[config.mk]
export PLATFORM = sky130hd
export DESIGN_NAME = ex_mem_skid
export DESIGN_NICKNAME = d
export VERILOG_FILES = /design/src/rtl/ex_mem_skid.sv
export SDC_FILE = /design/constraint.sdc
export NUM_CORES = 1
export LEC_CHECK = 0
export BUFFER_PORTS_ARGS = -buffer_cell sky130_fd_sc_hd__buf_2
export CORE_UTILIZATION = 48
export CTS_BUF_LIST = sky130_fd_sc_hd__clkbuf_8 sky130_fd_sc_hd__clkbuf_16
export DETAILED_ROUTE_END_ITERATION = 6
export GPL_TIMING_DRIVEN = 0
export PLACE_DENSITY = 0.79
export SLEW_MARGIN = 10
export SYNTH_ARGS = -nofsm -noshare
export SYNTH_HDL_FRONTEND = slang
export SYNTH_SLANG_ARGS = --single-unit
[constraint.sdc]
create_clock -name clk_i -period 1.8 [get_ports clk_i]
set_input_delay 0.18 -clock clk_i [delete_from_list [all_inputs] [get_ports clk_i]]
set_output_delay 0.18 -clock clk_i [all_outputs]
set_load 0.02 [all_outputs]
[src/rtl/ex_mem_skid.sv]
// EX->MEM pipeline register with valid/ready flow control and flush.
// Define EX_MEM_SKIDBUF_EN... namely EX_MEM_SKID_SKIDBUF_EN to add a skid entry (registered ex_ready_o).
module ex_mem_skid #(
  parameter int DATA_W     = 16,
  parameter int REG_ADDR_W = 3
) (
  input  logic                  clk_i,
  input  logic                  rst_i,
  input  logic                  flush_i,
  input  logic                  ex_valid_i,
  output logic                  ex_ready_o,
  input  logic [DATA_W-1:0]     ex_data1_i,
  input  logic [DATA_W-1:0]     ex_aluResult_i,
  input  logic [REG_ADDR_W-1:0] ex_reg3_i,
  input  logic                  ex_resultOrMem_i,
  input  logic                  ex_memRead_i,
  input  logic                  ex_memWrite_i,
  input  logic                  ex_regWrite_i,
  output logic                  mem_valid_o,
  input  logic                  mem_ready_i,
  output logic [DATA_W-1:0]     mem_data1_o,
  output logic [DATA_W-1:0]     mem_aluResult_o,
  output logic [REG_ADDR_W-1:0] mem_reg3_o,
  output logic                  mem_resultOrMem_o,
  output logic                  mem_memRead_o,
  output logic                  mem_memWrite_o,
  output logic                  mem_regWrite_o,
  output logic [1:0]            occ_o
);

  // Handshake: a transfer happens on a rising edge where valid and ready are both 1;
  // valid never depends on ready, and a presented entry holds until it transfers.

  typedef struct packed {
    logic [DATA_W-1:0]     data1;
    logic [DATA_W-1:0]     alu;
    logic [REG_ADDR_W-1:0] reg3;
    logic                  result_or_mem;
    logic                  mem_read;
    logic                  mem_write;
    logic                  reg_write;
  } entry_t;

  // State encoding equals occupancy, so occ_o doubles as the FSM debug view.
`ifdef EX_MEM_SKID_SKIDBUF_EN
  typedef enum logic [1:0] {ST_EMPTY = 2'd0, ST_ONE = 2'd1, ST_TWO = 2'd2} state_t;
`else
  typedef enum logic [1:0] {ST_EMPTY = 2'd0, ST_ONE = 2'd1} state_t;
`endif

  state_t r_state;
  state_t w_state_nxt;
  entry_t r_m;
  entry_t w_in;
  logic   w_m_valid;
  logic   w_in_fire;
  logic   w_out_fire;
  logic   w_load_m;

  assign w_in = '{data1: ex_data1_i, alu: ex_aluResult_i, reg3: ex_reg3_i,
                  result_or_mem: ex_resultOrMem_i, mem_read: ex_memRead_i,
                  mem_write: ex_memWrite_i, reg_write: ex_regWrite_i};

  assign w_m_valid  = (r_state != ST_EMPTY);
  assign w_in_fire  = ex_valid_i & ex_ready_o;
  assign w_out_fire = w_m_valid & mem_ready_i;

`ifdef EX_MEM_SKID_SKIDBUF_EN
  entry_t r_s;
  logic   r_ex_ready;
  logic   w_load_s;
  logic   w_m_from_s;

  assign ex_ready_o = r_ex_ready;

  always_comb begin
    w_state_nxt = r_state;
    w_load_m    = 1'b0;
    w_load_s    = 1'b0;
    w_m_from_s  = 1'b0;
    if (flush_i) begin
      w_state_nxt = ST_EMPTY;
    end else begin
      case (r_state)
        ST_EMPTY: begin
          if (w_in_fire) begin
            w_load_m    = 1'b1;
            w_state_nxt = ST_ONE;
          end
        end
        ST_ONE: begin
          if (w_in_fire && w_out_fire) begin
            w_load_m = 1'b1;
          end else if (w_in_fire) begin
            w_load_s    = 1'b1;
            w_state_nxt = ST_TWO;
          end else if (w_out_fire) begin
            w_state_nxt = ST_EMPTY;
          end
        end
        ST_TWO: begin
          if (w_out_fire) begin
            w_m_from_s  = 1'b1;
            w_state_nxt = ST_ONE;
          end
        end
        default: w_state_nxt = ST_EMPTY;
      endcase
    end
  end

  always_ff @(posedge clk_i) begin
    if (rst_i) begin
      r_state    <= ST_EMPTY;
      r_ex_ready <= 1'b1;
    end else begin
      r_state    <= w_state_nxt;
      r_ex_ready <= (w_state_nxt != ST_TWO);
    end
  end

  always_ff @(posedge clk_i) begin
    if (rst_i) begin
      r_m <= '0;
      r_s <= '0;
    end else begin
      if (w_load_m) begin
        r_m <= w_in;
      end else if (w_m_from_s) begin
        r_m <= r_s;
      end
      if (w_load_s) begin
        r_s <= w_in;
      end
    end
  end
`else
  // Without the skid entry, ready must see mem_ready_i to keep full throughput.
  assign ex_ready_o = ~w_m_valid | mem_ready_i;

  always_comb begin
    w_state_nxt = r_state;
    w_load_m    = 1'b0;
    if (flush_i) begin
      w_state_nxt = ST_EMPTY;
    end else begin
      case (r_state)
        ST_EMPTY: begin
          if (w_in_fire) begin
            w_load_m    = 1'b1;
            w_state_nxt = ST_ONE;
          end
        end
        ST_ONE: begin
          if (w_in_fire) begin
            w_load_m = 1'b1;
          end else if (w_out_fire) begin
            w_state_nxt = ST_EMPTY;
          end
        end
        default: w_state_nxt = ST_EMPTY;
      endcase
    end
  end

  always_ff @(posedge clk_i) begin
    if (rst_i) begin
      r_state <= ST_EMPTY;
    end else begin
      r_state <= w_state_nxt;
    end
  end

  always_ff @(posedge clk_i) begin
    if (rst_i) begin
      r_m <= '0;
    end else if (w_load_m) begin
      r_m <= w_in;
    end
  end
`endif

  assign mem_valid_o       = w_m_valid;
  assign mem_data1_o       = r_m.data1;
  assign mem_aluResult_o   = r_m.alu;
  assign mem_reg3_o        = r_m.reg3;
  assign mem_resultOrMem_o = r_m.result_or_mem;
  assign mem_memRead_o     = r_m.mem_read  & w_m_valid;
  assign mem_memWrite_o    = r_m.mem_write & w_m_valid;
  assign mem_regWrite_o    = r_m.reg_write & w_m_valid;
  assign occ_o             = r_state;

endmodule

# Word level (Yosys, flattened, before mapping)
# Index checks and enable logic that the tools add are counted.
[word_totals]
output_inout_bits = 43
word_cells = 31
regBits = 41
in_bits = 44
[op_classes]
eq_ne = 4
n_reduce_logical = 5
n_mux = 7
n_bitwise = 7
[ops]
columns = ["op", "count"]
rows = [
  ["two-way mux 2 bit", 3],
  ["!= test 2 bit, second input constant", 3],
  ["bitwise AND 1 bit", 5],
  ["one-hot mux 2 bit (2 select lines)", 1],
  ["OR reduction 2 bit", 2],
  ["two-way mux 1 bit", 3],
  ["AND reduction 3 bit", 1],
  ["equality test 2 x 1 -> 1 bit, second input constant", 1],
  ["logical NOT 2 bit", 1],
  ["nonzero test 2 bit", 1],
  ["NOT 1 bit", 1],
  ["OR 1 bit", 1],
]

# Longest topological paths before layout
[depth]
word_depth = 7
depth_mapped = 5
depth_no_buf = 3

# Least setup slack after synthesis
# OpenSTA, ideal clock, no wires.
[synth_timing]
kind = "reg-to-reg"
start = "register r_state[0] (netlist: occ_o[0])"
end = "register r_m, in the netlist mem_aluResult_o[10]"
path_slack_ns = 0.446
t_arrival_ns = 1.282
stages_incl_launch_ff = 6
path_buffers = 2
t_required_ns = 1.728
setup_time_ns = 0.072
cell_sequence = "dfxtp_1 > nor2b_4 > nor3b_2 > buf_6 > buf_6 > mux2i_1"
[synth_via]
elab_chain_cells = 7
elab_cells_between_ends = 10
[synth_lines]
columns = ["item", "line", "source"]
rows = [
  ["from (decl)", "51", "state_t r_state;"],
  ["from (signal assigned)", "170", "r_state <= w_state_nxt;"],
  ["nonzero test 2 bit", "64", "assign w_m_valid = (r_state != ST_EMPTY);"],
  ["NOT 1 bit", "139", "assign ex_ready_o = ~w_m_valid | mem_ready_i;"],
  ["OR 1 bit", "139", ""],
  ["bitwise AND 1 bit", "65", "assign w_in_fire = ex_valid_i & ex_ready_o;"],
  ["two-way mux 1 bit", "149, 155", ""],
  ["two-way mux 1 bit *", "-", ""],
  ["two-way mux 1 bit *", "144", "if (flush_i) begin"],
  ["to (signal assigned)", "178", "r_m <= w_in;"],
  ["to (decl)", "53", "entry_t r_m;"],
]
# Every way passes the cells marked *; elsewhere a longest branch is shown, timed or not.
# A chain may end at the register's enable or synchronous reset.

# Worst setup path after layout
[layout_timing]
start = "register r_state[0] (netlist: occ_o[0])"
end = "register r_m, in the netlist mem_aluResult_o[14]"
# Same word-level chain as after synthesis.

==> summary.txt <==
Netlist Area Pre-Place: 0.00209 mm^2
number of flops mapped to enable cells by yosys: 0
mean post-synth cell area: 9.70 um^2
router iterations before antenna repair: 4
antenna violations before repair: 0
Peak supply drop: 0.425 mV
Tightest Hold Check Type: in -> reg
final worst-path cycle share: 0.822
synthesized flop and latch total: 40
Resize count post-CTS: 0
Period minus WS final: 1.48 ns
most numerous cell in the Yosys netlist: sky130_fd_sc_hd__nand2b_1
Detailed Place HPWL: 2790 um
reported max-cap violation count: 0
dominant cells by area after synthesis: sky130_fd_sc_hd__dfxtp_1 (38%), sky130_fd_sc_hd__nand2b_1 (23%), sky130_fd_sc_hd__mux2i_1 (19%)
arrival time of the worst setup path: 1.69 ns
total wirelength of the detailed-routed design: 3730 um
Yosys cell types: 13
final standard cell count with taps included and fillers excluded: 354
net count after synthesis: 259
count of H-tree levels built during CTS: 2
cell count after placement: 349
Worst Setup Path Type: reg -> reg
setup repair after global routing missed its margin: no
critical-path maximum fanout: 10
cell with the most instances on the worst path: sky130_fd_sc_hd__buf_6
count of filler cells inserted in the layout: 362
final weighted congestion in routability-driven placement: 0.654
global-route wire length before repair: 5650 um
Initial Util: 0.510
Die H: 67.9 um
clock tree from TritonCTS: yes
area share of the largest cell type after synthesis: 0.384
number of setup violations in the final report: 0
largest net degree at the start of global routing: 11
total power of the final layout: 1840 uW
I/O pin cnt: 87
result of the run: finished, final reports clean
Final Core Density: 0.645
routed via count: 1555
GR Overflow Total: 0
vias per inst: 4.39
Max Root-Sink Buffers: 2
Worst EP required: 2.01 ns
leading post-synthesis cells by instance count: sky130_fd_sc_hd__nand2b_1 (78), sky130_fd_sc_hd__dfxtp_1 (40), sky130_fd_sc_hd__buf_4 (39), sky130_fd_sc_hd__mux2i_1 (39), sky130_fd_sc_hd__clkbuf_1 (8)
warnings from Yosys: 0
Critical Path End Type: register
crit path cell chain: nor2b_4 -> nor3b_2 -> buf_6 -> buf_6 -> mux2i_1
worst-case clock skew: 0.00184 ns
count of inserted antenna diode cells: 0
Cell Pwr Density: 697 mW/mm^2
Routed Antenna Nets: 0
growth of design area from synthesis to finish: 26.5%
Worst Setup Start Kind: register
hold buffer count at CTS: 0
primary flip-flop cell chosen by synthesis mapping: sky130_fd_sc_hd__dfxtp_1
first-iteration detailed-routing DRC count: 73
top achievable clock speed: 676 MHz
part of the Yosys area used for sequential elements: 0.384
via count of the first global-routing pass: 1269
setup TNS after final layout: 0 ns
CP max stage delay: 0.35 ns
Port Buffer Count: 84
final hold viol count: 0
overall die width: 67.9 um
Clock transition at path regs: 0.07 ns
FFs w/ async S/R, synth: 0
Leak: 0.00129 uW
CP max-delay cell: sky130_fd_sc_hd__dfxtp_1
CTS sink count: 40
number of rows in the core area: 23
Synth area leader: sky130_fd_sc_hd__dfxtp_1
number of nets at the end of the flow: 350
clock tree root driver cell: sky130_fd_sc_hd__clkbuf_8
GRT Total Usage: 0.166
core region area: 0.00409 mm^2
Post-CTS Setup Repair Bufs: 0
Final Max Slew Viols: 0
Die Area: 0.00461 mm^2
post-DR wirelength/cell: 10.5 um
drc violations: 0
later-pin clock latency in the skew report: 0.28 ns
Inserted Clock Buffers: 5
fraction of final layout cells with drive strength greater than 1: 0.434
cells after synthesis: 215
[per-layer routing]
metal	share of wire	vias up	GRT usage
met1	0.45	678	0.198
met4	0.011	0	0.0703
met3	0.079	4	0.0650
met2	0.46	54	0.262
li1	-	819	-
met5	0	-	0
[per-stage QoR]
step	hold slack [ns]	setup slack (ns)	area (um^2)
3_5_place_dp	0.385	0.303	2570
6_report	0.0898	0.320	2640
3_3_place_gp	0.378	0.368	2570
4_1_cts	0.0764	0.274	2640
5_1_grt	0.0811	0.209	2640
2_1_floorplan	0.259	0.446	2090
[state kept, by name (all words and copies together), names as in the netlist]
signal             cells
occ_o                  1
mem_reg3_o             3
r_m                    3
mem_resultOrMem_o      1
mem_aluResult_o       16
mem_data1_o           16
[critical path: cells and delay by family (launching register included)]
family	cells	cell delay, ns
flops	1	0.35
buf+inv	2	0.41
simple gates	2	0.44
mux	1	0.21
[report_power, final]
part           internal [uW]  switching [uW]
combinational            194             166
clock                    250             273
sequential               931            23.9
[cell type report]
cell class / count / area (um^2) / share of cell area
multi-input combinational: 125 / 936 / 0.355
sequential: 40 / 801 / 0.304
timing repair buffer: 84 / 420 / 0.159
buffer: 49 / 345 / 0.131
clock buffer: 5 / 68.8 / 0.0261
tap: 50 / 62.6 / 0.0237
inverter: 1 / 3.75 / 0.00142
[layout by cell type (no fill, tap or decap)]
master and instances:
sky130_fd_sc_hd__inv_1 1, sky130_fd_sc_hd__mux2i_1 39, sky130_fd_sc_hd__nand2b_1 78, sky130_fd_sc_hd__buf_6 2, sky130_fd_sc_hd__nor3_1 1, sky130_fd_sc_hd__clkbuf_1 8, sky130_fd_sc_hd__conb_1 1, sky130_fd_sc_hd__nor3b_2 1
sky130_fd_sc_hd__buf_4 39, sky130_fd_sc_hd__buf_2 84, sky130_fd_sc_hd__clkbuf_8 5, sky130_fd_sc_hd__dfxtp_1 40, sky130_fd_sc_hd__nor2b_4 1, sky130_fd_sc_hd__nor2_1 1, sky130_fd_sc_hd__and2_1 3
[kinds of logic after synthesis]
kind of cell | Yosys count | share of synthesized area
multiplexers | 39 | 0.187
AND/OR/NAND/NOR | 85 | 0.260
other | 1 | 0.00180
flip-flops | 40 | 0.384
buffers and inverters | 50 | 0.167
[worst paths after layout]
check        depth (start not counted)  slack [ns]  startpoint                  end
max                                  5        0.32    occ_o[0]  mem_aluResult_o[14]
min                                  2        0.09     flush_i             occ_o[0]
max reg2reg                          5        0.32    occ_o[0]  mem_aluResult_o[14]
min reg2reg                          2        0.47      r_m[2]               r_m[2]
No activity file was read; power rests on OpenSTA's default activity.
